==> src/rtl/riscv_crypto_sm4_block_ctrl.sv <==
// riscv_crypto_sm4_block_ctrl
//   Sequences full SM4 block operations (optional key expansion followed by
//   32 encrypt/decrypt rounds) over a single byte-serial SM4 round unit,
//   riscv_crypto_fu_ssm4, which is also defined in this file.
//
// riscv_crypto_fu_ssm4 ports:
//   rs1        accumulator word XORed into the result
//   rs2        round input word; byte bs goes through the S-box
//   bs         byte select, 0 = bits [7:0]
//   op_ssm4_ks key-schedule linear transform L'
//   op_ssm4_ed encrypt/decrypt linear transform L
//   result     rs1 ^ rotl(L(Sbox(rs2.byte[bs])), 8*bs)
//
// riscv_crypto_sm4_block_ctrl ports:
//   clk, rst                     clock, async active-high reset
//   req_valid/req_ready          request handshake
//   req_new_key, req_dec         force key expansion, decrypt
//   req_key, req_data            master key, input block (word 0 in MSBs)
//   rsp_valid/rsp_ready/rsp_data response handshake and result
//   key_valid                    round-key store holds a full schedule
//   busy                         controller not idle
//
// States:
//   IDLE | waiting for a request, req_ready high
//   KS   | key expansion, 32 rounds x 4 byte steps
//   ED   | data pass, 32 rounds x 4 byte steps
//   DONE | result held on rsp_data until rsp_ready

module riscv_crypto_fu_ssm4 (
    input  logic [31:0] rs1,
    input  logic [31:0] rs2,
    input  logic [1:0]  bs,
    input  logic        op_ssm4_ks,
    input  logic        op_ssm4_ed,
    output logic [31:0] result
);

    localparam logic [7:0] SBOX [256] = '{
        8'hd6, 8'h90, 8'he9, 8'hfe, 8'hcc, 8'he1, 8'h3d, 8'hb7, 8'h16, 8'hb6, 8'h14, 8'hc2, 8'h28, 8'hfb, 8'h2c, 8'h05,
        8'h2b, 8'h67, 8'h9a, 8'h76, 8'h2a, 8'hbe, 8'h04, 8'hc3, 8'haa, 8'h44, 8'h13, 8'h26, 8'h49, 8'h86, 8'h06, 8'h99,
        8'h9c, 8'h42, 8'h50, 8'hf4, 8'h91, 8'hef, 8'h98, 8'h7a, 8'h33, 8'h54, 8'h0b, 8'h43, 8'hed, 8'hcf, 8'hac, 8'h62,
        8'he4, 8'hb3, 8'h1c, 8'ha9, 8'hc9, 8'h08, 8'he8, 8'h95, 8'h80, 8'hdf, 8'h94, 8'hfa, 8'h75, 8'h8f, 8'h3f, 8'ha6,
        8'h47, 8'h07, 8'ha7, 8'hfc, 8'hf3, 8'h73, 8'h17, 8'hba, 8'h83, 8'h59, 8'h3c, 8'h19, 8'he6, 8'h85, 8'h4f, 8'ha8,
        8'h68, 8'h6b, 8'h81, 8'hb2, 8'h71, 8'h64, 8'hda, 8'h8b, 8'hf8, 8'heb, 8'h0f, 8'h4b, 8'h70, 8'h56, 8'h9d, 8'h35,
        8'h1e, 8'h24, 8'h0e, 8'h5e, 8'h63, 8'h58, 8'hd1, 8'ha2, 8'h25, 8'h22, 8'h7c, 8'h3b, 8'h01, 8'h21, 8'h78, 8'h87,
        8'hd4, 8'h00, 8'h46, 8'h57, 8'h9f, 8'hd3, 8'h27, 8'h52, 8'h4c, 8'h36, 8'h02, 8'he7, 8'ha0, 8'hc4, 8'hc8, 8'h9e,
        8'hea, 8'hbf, 8'h8a, 8'hd2, 8'h40, 8'hc7, 8'h38, 8'hb5, 8'ha3, 8'hf7, 8'hf2, 8'hce, 8'hf9, 8'h61, 8'h15, 8'ha1,
        8'he0, 8'hae, 8'h5d, 8'ha4, 8'h9b, 8'h34, 8'h1a, 8'h55, 8'had, 8'h93, 8'h32, 8'h30, 8'hf5, 8'h8c, 8'hb1, 8'he3,
        8'h1d, 8'hf6, 8'he2, 8'h2e, 8'h82, 8'h66, 8'hca, 8'h60, 8'hc0, 8'h29, 8'h23, 8'hab, 8'h0d, 8'h53, 8'h4e, 8'h6f,
        8'hd5, 8'hdb, 8'h37, 8'h45, 8'hde, 8'hfd, 8'h8e, 8'h2f, 8'h03, 8'hff, 8'h6a, 8'h72, 8'h6d, 8'h6c, 8'h5b, 8'h51,
        8'h8d, 8'h1b, 8'haf, 8'h92, 8'hbb, 8'hdd, 8'hbc, 8'h7f, 8'h11, 8'hd9, 8'h5c, 8'h41, 8'h1f, 8'h10, 8'h5a, 8'hd8,
        8'h0a, 8'hc1, 8'h31, 8'h88, 8'ha5, 8'hcd, 8'h7b, 8'hbd, 8'h2d, 8'h74, 8'hd0, 8'h12, 8'hb8, 8'he5, 8'hb4, 8'hb0,
        8'h89, 8'h69, 8'h97, 8'h4a, 8'h0c, 8'h96, 8'h77, 8'h7e, 8'h65, 8'hb9, 8'hf1, 8'h09, 8'hc5, 8'h6e, 8'hc6, 8'h84,
        8'h18, 8'hf0, 8'h7d, 8'hec, 8'h3a, 8'hdc, 8'h4d, 8'h20, 8'h79, 8'hee, 8'h5f, 8'h3e, 8'hd7, 8'hcb, 8'h39, 8'h48
    };

    logic [7:0]  sb_in;
    logic [31:0] x;
    logic [31:0] lin;
    logic [31:0] rot;

    always_comb begin
        case (bs)
            2'd0:    sb_in = rs2[7:0];
            2'd1:    sb_in = rs2[15:8];
            2'd2:    sb_in = rs2[23:16];
            default: sb_in = rs2[31:24];
        endcase

        x = {24'd0, SBOX[sb_in]};

        // The byte sits at the LSBs, so every rotation in L / L' fits without
        // wrap and reduces to a plain shift.
        if (op_ssm4_ks) begin
            lin = x ^ (x << 13) ^ (x << 23);
        end else if (op_ssm4_ed) begin
            lin = x ^ (x << 2) ^ (x << 10) ^ (x << 18) ^ (x << 24);
        end else begin
            lin = 32'd0;
        end

        // L commutes with byte rotation, so move the contribution back to
        // the lane the byte came from.
        case (bs)
            2'd0:    rot = lin;
            2'd1:    rot = {lin[23:0], lin[31:24]};
            2'd2:    rot = {lin[15:0], lin[31:16]};
            default: rot = {lin[7:0],  lin[31:8]};
        endcase

        result = rs1 ^ rot;
    end

endmodule

module riscv_crypto_sm4_block_ctrl #(
    parameter int DEC_EN = 1
) (
    input  logic         clk,
    input  logic         rst,
    input  logic         req_valid,
    output logic         req_ready,
    input  logic         req_new_key,
    input  logic         req_dec,
    input  logic [127:0] req_key,
    input  logic [127:0] req_data,
    output logic         rsp_valid,
    input  logic         rsp_ready,
    output logic [127:0] rsp_data,
    output logic         key_valid,
    output logic         busy
);

    typedef enum logic [1:0] {
        IDLE = 2'd0,
        KS   = 2'd1,
        ED   = 2'd2,
        DONE = 2'd3
    } state_t;

    localparam logic [31:0] FK [4] = '{32'hA3B1BAC6, 32'h56AA3350, 32'h677D9197, 32'hB27022DC};
    localparam bit DEC_ON = (DEC_EN != 0);

    state_t       state_q, state_d;
    logic [4:0]   round_q, round_d;
    logic [1:0]   bs_q, bs_d;
    logic [31:0]  win_q [4];
    logic [31:0]  win_d [4];
    logic [31:0]  acc_q, acc_d;
    logic [127:0] data_q, data_d;
    logic         dec_q, dec_d;
    logic         key_valid_q, key_valid_d;
    logic [127:0] rsp_data_q, rsp_data_d;
    logic [31:0]  rk_q [32];

    logic [31:0]  fu_rs1, fu_rs2, fu_result;
    logic         op_ks, op_ed;
    logic [7:0]   ck_base;
    logic [31:0]  ck_word;
    logic [4:0]   rk_idx;

    riscv_crypto_fu_ssm4 u_fu (
        .rs1        (fu_rs1),
        .rs2        (fu_rs2),
        .bs         (bs_q),
        .op_ssm4_ks (op_ks),
        .op_ssm4_ed (op_ed),
        .result     (fu_result)
    );

    // CK_i byte j = (4i+j)*7 mod 256; the 8-bit products wrap naturally.
    assign ck_base = {1'b0, round_q, 2'b00};
    assign ck_word = {ck_base * 8'd7,
                      (ck_base + 8'd1) * 8'd7,
                      (ck_base + 8'd2) * 8'd7,
                      (ck_base + 8'd3) * 8'd7};

    // 31-i for a 5-bit index is its bitwise complement.
    assign rk_idx = dec_q ? ~round_q : round_q;

    assign op_ks  = (state_q == KS);
    assign op_ed  = (state_q == ED);
    assign fu_rs1 = (bs_q == 2'd0) ? win_q[0] : acc_q;
    assign fu_rs2 = win_q[1] ^ win_q[2] ^ win_q[3] ^ (op_ks ? ck_word : rk_q[rk_idx]);

    assign req_ready = (state_q == IDLE);
    assign busy      = (state_q != IDLE);
    assign rsp_valid = (state_q == DONE);
    assign rsp_data  = rsp_data_q;
    assign key_valid = key_valid_q;

    always_comb begin
        state_d     = state_q;
        round_d     = round_q;
        bs_d        = bs_q;
        win_d       = win_q;
        acc_d       = acc_q;
        data_d      = data_q;
        dec_d       = dec_q;
        key_valid_d = key_valid_q;
        rsp_data_d  = rsp_data_q;

        case (state_q)
            IDLE: begin
                if (req_valid) begin
                    data_d  = req_data;
                    dec_d   = req_dec & DEC_ON;
                    round_d = 5'd0;
                    bs_d    = 2'd0;
                    if (req_new_key || !key_valid_q) begin
                        // The key is captured directly into the window as K0..K3.
                        state_d     = KS;
                        key_valid_d = 1'b0;
                        for (int w = 0; w < 4; w++) begin
                            win_d[w] = req_key[127-32*w -: 32] ^ FK[w];
                        end
                    end else begin
                        state_d = ED;
                        for (int w = 0; w < 4; w++) begin
                            win_d[w] = req_data[127-32*w -: 32];
                        end
                    end
                end
            end

            KS, ED: begin
                bs_d = bs_q + 2'd1;
                if (bs_q != 2'd3) begin
                    acc_d = fu_result;
                end else begin
                    round_d  = round_q + 5'd1;
                    win_d[0] = win_q[1];
                    win_d[1] = win_q[2];
                    win_d[2] = win_q[3];
                    win_d[3] = fu_result;
                    if (round_q == 5'd31) begin
                        if (state_q == KS) begin
                            state_d     = ED;
                            key_valid_d = 1'b1;
                            for (int w = 0; w < 4; w++) begin
                                win_d[w] = data_q[127-32*w -: 32];
                            end
                        end else begin
                            state_d    = DONE;
                            rsp_data_d = {fu_result, win_q[3], win_q[2], win_q[1]};
                        end
                    end
                end
            end

            DONE: begin
                if (rsp_ready) begin
                    state_d = IDLE;
                end
            end

            default: state_d = IDLE;
        endcase
    end

    always_ff @(posedge clk or posedge rst) begin
        if (rst) begin
            state_q     <= IDLE;
            round_q     <= 5'd0;
            bs_q        <= 2'd0;
            win_q       <= '{default: 32'd0};
            acc_q       <= 32'd0;
            data_q      <= 128'd0;
            dec_q       <= 1'b0;
            key_valid_q <= 1'b0;
            rsp_data_q  <= 128'd0;
        end else begin
            state_q     <= state_d;
            round_q     <= round_d;
            bs_q        <= bs_d;
            win_q       <= win_d;
            acc_q       <= acc_d;
            data_q      <= data_d;
            dec_q       <= dec_d;
            key_valid_q <= key_valid_d;
            rsp_data_q  <= rsp_data_d;
        end
    end

    // Round-key store needs no reset: key_valid gates its use.
    always_ff @(posedge clk) begin
        if (state_q == KS && bs_q == 2'd3) begin
            rk_q[round_q] <= fu_result;
        end
    end

endmodule

==> config.mk <==
export PLATFORM = sky130hd
export DESIGN_NAME = riscv_crypto_sm4_block_ctrl
export DESIGN_NICKNAME = d
export VERILOG_FILES = /design/src/rtl/riscv_crypto_sm4_block_ctrl.sv
export SDC_FILE = /design/constraint.sdc
export NUM_CORES = 2
export LEC_CHECK = 0
export CAP_MARGIN = 20
export CORE_MARGIN = 5
export CORE_UTILIZATION = 45
export CTS_CLUSTER_SIZE = 24
export DETAILED_ROUTE_END_ITERATION = 8
export PLACE_DENSITY_LB_ADDON = 0.2
export SLEW_MARGIN = 20
export SYNTH_ARGS = -nofsm -noshare
export SYNTH_HDL_FRONTEND = slang
export SYNTH_SLANG_ARGS = --single-unit
export TNS_END_PERCENT = 20
==> constraint.sdc <==
create_clock -name clk -period 41.5 [get_ports clk]
set_input_delay 6.225 -clock clk [delete_from_list [all_inputs] [get_ports clk]]
set_output_delay 6.225 -clock clk [all_outputs]
set_load 0.01 [all_outputs]
==> run metrics <==
Row Count 150; Primary FF master, synth edfxtp_1; pre-CTS WS 30.48 ns; CTS Buffer Depth 3; CP Capture Type flip-flop; final WL 320000 µm; register area share after synthesis 54.6%; Worst Path Required 41.73 ns; final period utilization between 20% and 30%; DRT antenna net count 0; Setup-failing EPs final 0; MaxCap Viol Count 0; Root Driver clkbuf_16; Worst-path clk slew 0.06 ns; Die X between 400 and 500 µm; relative max-transition margin 17.8%; Residual DRC 0; worst slew pin tran 1.23 ns; R2R setup slack 29.85 ns; Initial Util 45.3%; share of layout cells above drive strength 1 between 10% and 20%; Syn Area/Cell between 10 and 15 µm²; IO Pins 394; number of global-route vias before repair 59.8k; number of flops mapped to enable cells by yosys a little over 1k; Pins Over Slew Limit 0; CTS sink count 1451; commonest non-fill, non-tap cells in the layout 1024 x edfxtp_1, 807 x nand2_1, 421 x dfrtp_1; CTS Buf Count between 150 and 200; die area 177000 µm²; first-pass GRT wire length between 400000 and 500000 µm; TritonCTS clock tree built; Synth async-reset ratio 29.4%; Tmin final 11.65 ns; Post-CTS Setup Bufs 0; Synth Instances 6485; 1st-iter DRT viols between 10k and 15k; unrepaired setup endpoints after global routing no; Area Growth Syn to Fin 14.3%; sequential cell area 41500 µm²; Ys Warns 0; commonest non-fill, non-tap cell in the layout edfxtp_1; Critical Path Max Stage Delay 0.91 ns; per-cell routed wire length 35.5 µm; WHS approximately 0.48 ns; WP data arrival 11.87 ns; I/O Buffers 393; Placer Congestion 1.00; most frequent CP cell buf_4; worst setup margin 29.85 ns; Setup CP Type reg -> reg; DR vias 63.0k; detailed placement HPWL just over 200000 µm; area of the multi-input gates between 30000 and 40000 µm²; number of hold buffers added after cts 0; initial antenna violation count 26; Setup Skew 0.0464 ns; core area between 150000 and 200000 µm²; Die Ht 421 µm; f_max about 0.086 GHz; Final nets around 7.0k; gr ovfl total 0; GRT Total Usage 35.1%; Syn Nets 6792; Setup TNS Final 0 ns; final design utilization about half; critical path fanouts, max 141; Distinct cells, synth 130; worst-skew pair later-pin latency 0.82 ns; Post-Synthesis Cell Area 75900 µm²; via-per-instance ratio about 7.0; outcome complete, no violations; largest net degree at the start of global routing 172; Resized cells post-CTS 0; fillers 14.4k; Pre-antenna DRT Iters 6; crit start category flip-flop; htree depth 4; Fin. Hold Viols 0; worst min path class reg -> reg; post-synthesis register bit count 1451; Slowest-stage cell, CP a211oi_2
metal layers:
layer  up-vias  track usage [%]  part of all wire (%)
met1     31822             46.9                    38
met3       911             9.79                    12
met5         -                0                 0.046
met4        22             19.8                   6.7
li1      25589                -                     -
met2      4695             51.7                    44
kinds of logic after synthesis:
kind of cell	Yosys count	synth area share [%]
buf+inv	639	4.35
simple gates	1697	10.3
compound gates	1942	17.9
xor+xnor	136	1.68
mux	574	10.3
flops	1451	54.6
fa+ha+maj	46	0.825
through the flow:
step	cell area, µm²	std cells
4_1_cts	86700	8984
5_1_grt	86700	8988
3_5_place_dp	81600	8701
2_1_floorplan	75900	6485
3_3_place_gp	81500	8700
6_report	86700	9001
layout make-up:
cell class | instances | area share [%]
clock buffers | 207 | 4.95
well taps | 2204 | 3.18
diodes | 16 | 0.0462
flip-flops and latches | 1451 | 47.8
repair buffers | 577 | 6.28
multi-input cells | 4395 | 36.5
inverters | 75 | 0.348
clock inverters | 76 | 0.933
registers in the layout, indices dropped and copies added (netlist names), 2 cells and up:
name and cells:
acc_q 32, win_q 128, rsp_data 128, round_q 5
rk_q 1024, bs_q 2, state_q 2, data_q 128
worst max-delay path, delay by kind of cell, from the launching register on:
family | cells | cell delay (ns)
AO/OA/AOI/OAI | 9 | 3.85
XOR/XNOR | 1 | 0.18
adder cells (fa/ha/maj) | 1 | 0.59
buffers and inverters | 8 | 3.63
flip-flops | 1 | 0.66
AND/OR/NAND/NOR | 9 | 1.87
synthesized netlist by cell type, drive strengths merged (23+ instances only):
cell     count  share of area, %
a2111oi     27              0.32
a211o       28              0.32
a211oi      64              0.67
a21oi      359               2.4
a221oi     218               2.5
a22o        25              0.29
a22oi       99              0.98
a31oi       53              0.44
a32oi       23              0.29
and2        29              0.24
and3        36              0.30
buf        308               2.7
clkbuf     256               1.3
dfrtp      427                14
edfxtp    1024                41
ha          38              0.63
inv         72              0.36
mux2       284               4.2
mux2i      155               2.0
mux4       135               4.0
nand2      810               4.0
nand2b      53              0.44
nand3      147              0.98
nand4       42              0.35
nor2       294               1.5
nor2b       47              0.39
nor3        86              0.59
o211ai      55              0.56
o21a        33              0.33
o21ai      415               2.8
o221ai     115               1.3
o22ai      121               1.0
o311ai      23              0.28
o31ai       30              0.31
or3         26              0.21
xnor2       87               1.0
xor2        49              0.65
final timing paths:
path,startpoint,endpoint,depth (start not counted)
setup reg to reg,dec_q,rk_q[28][4],28
min in group asynchronous,rst,data_q[73],2
hold / removal,acc_q[9],acc_q[9],2
setup / recovery,dec_q,rk_q[28][4],28
hold reg to reg,acc_q[9],acc_q[9],2
max in group asynchronous,rst,data_q[0],4
Power is not shown: default switching activity piles up to over one toggle a cycle in this logic, so the estimate is an artifact.
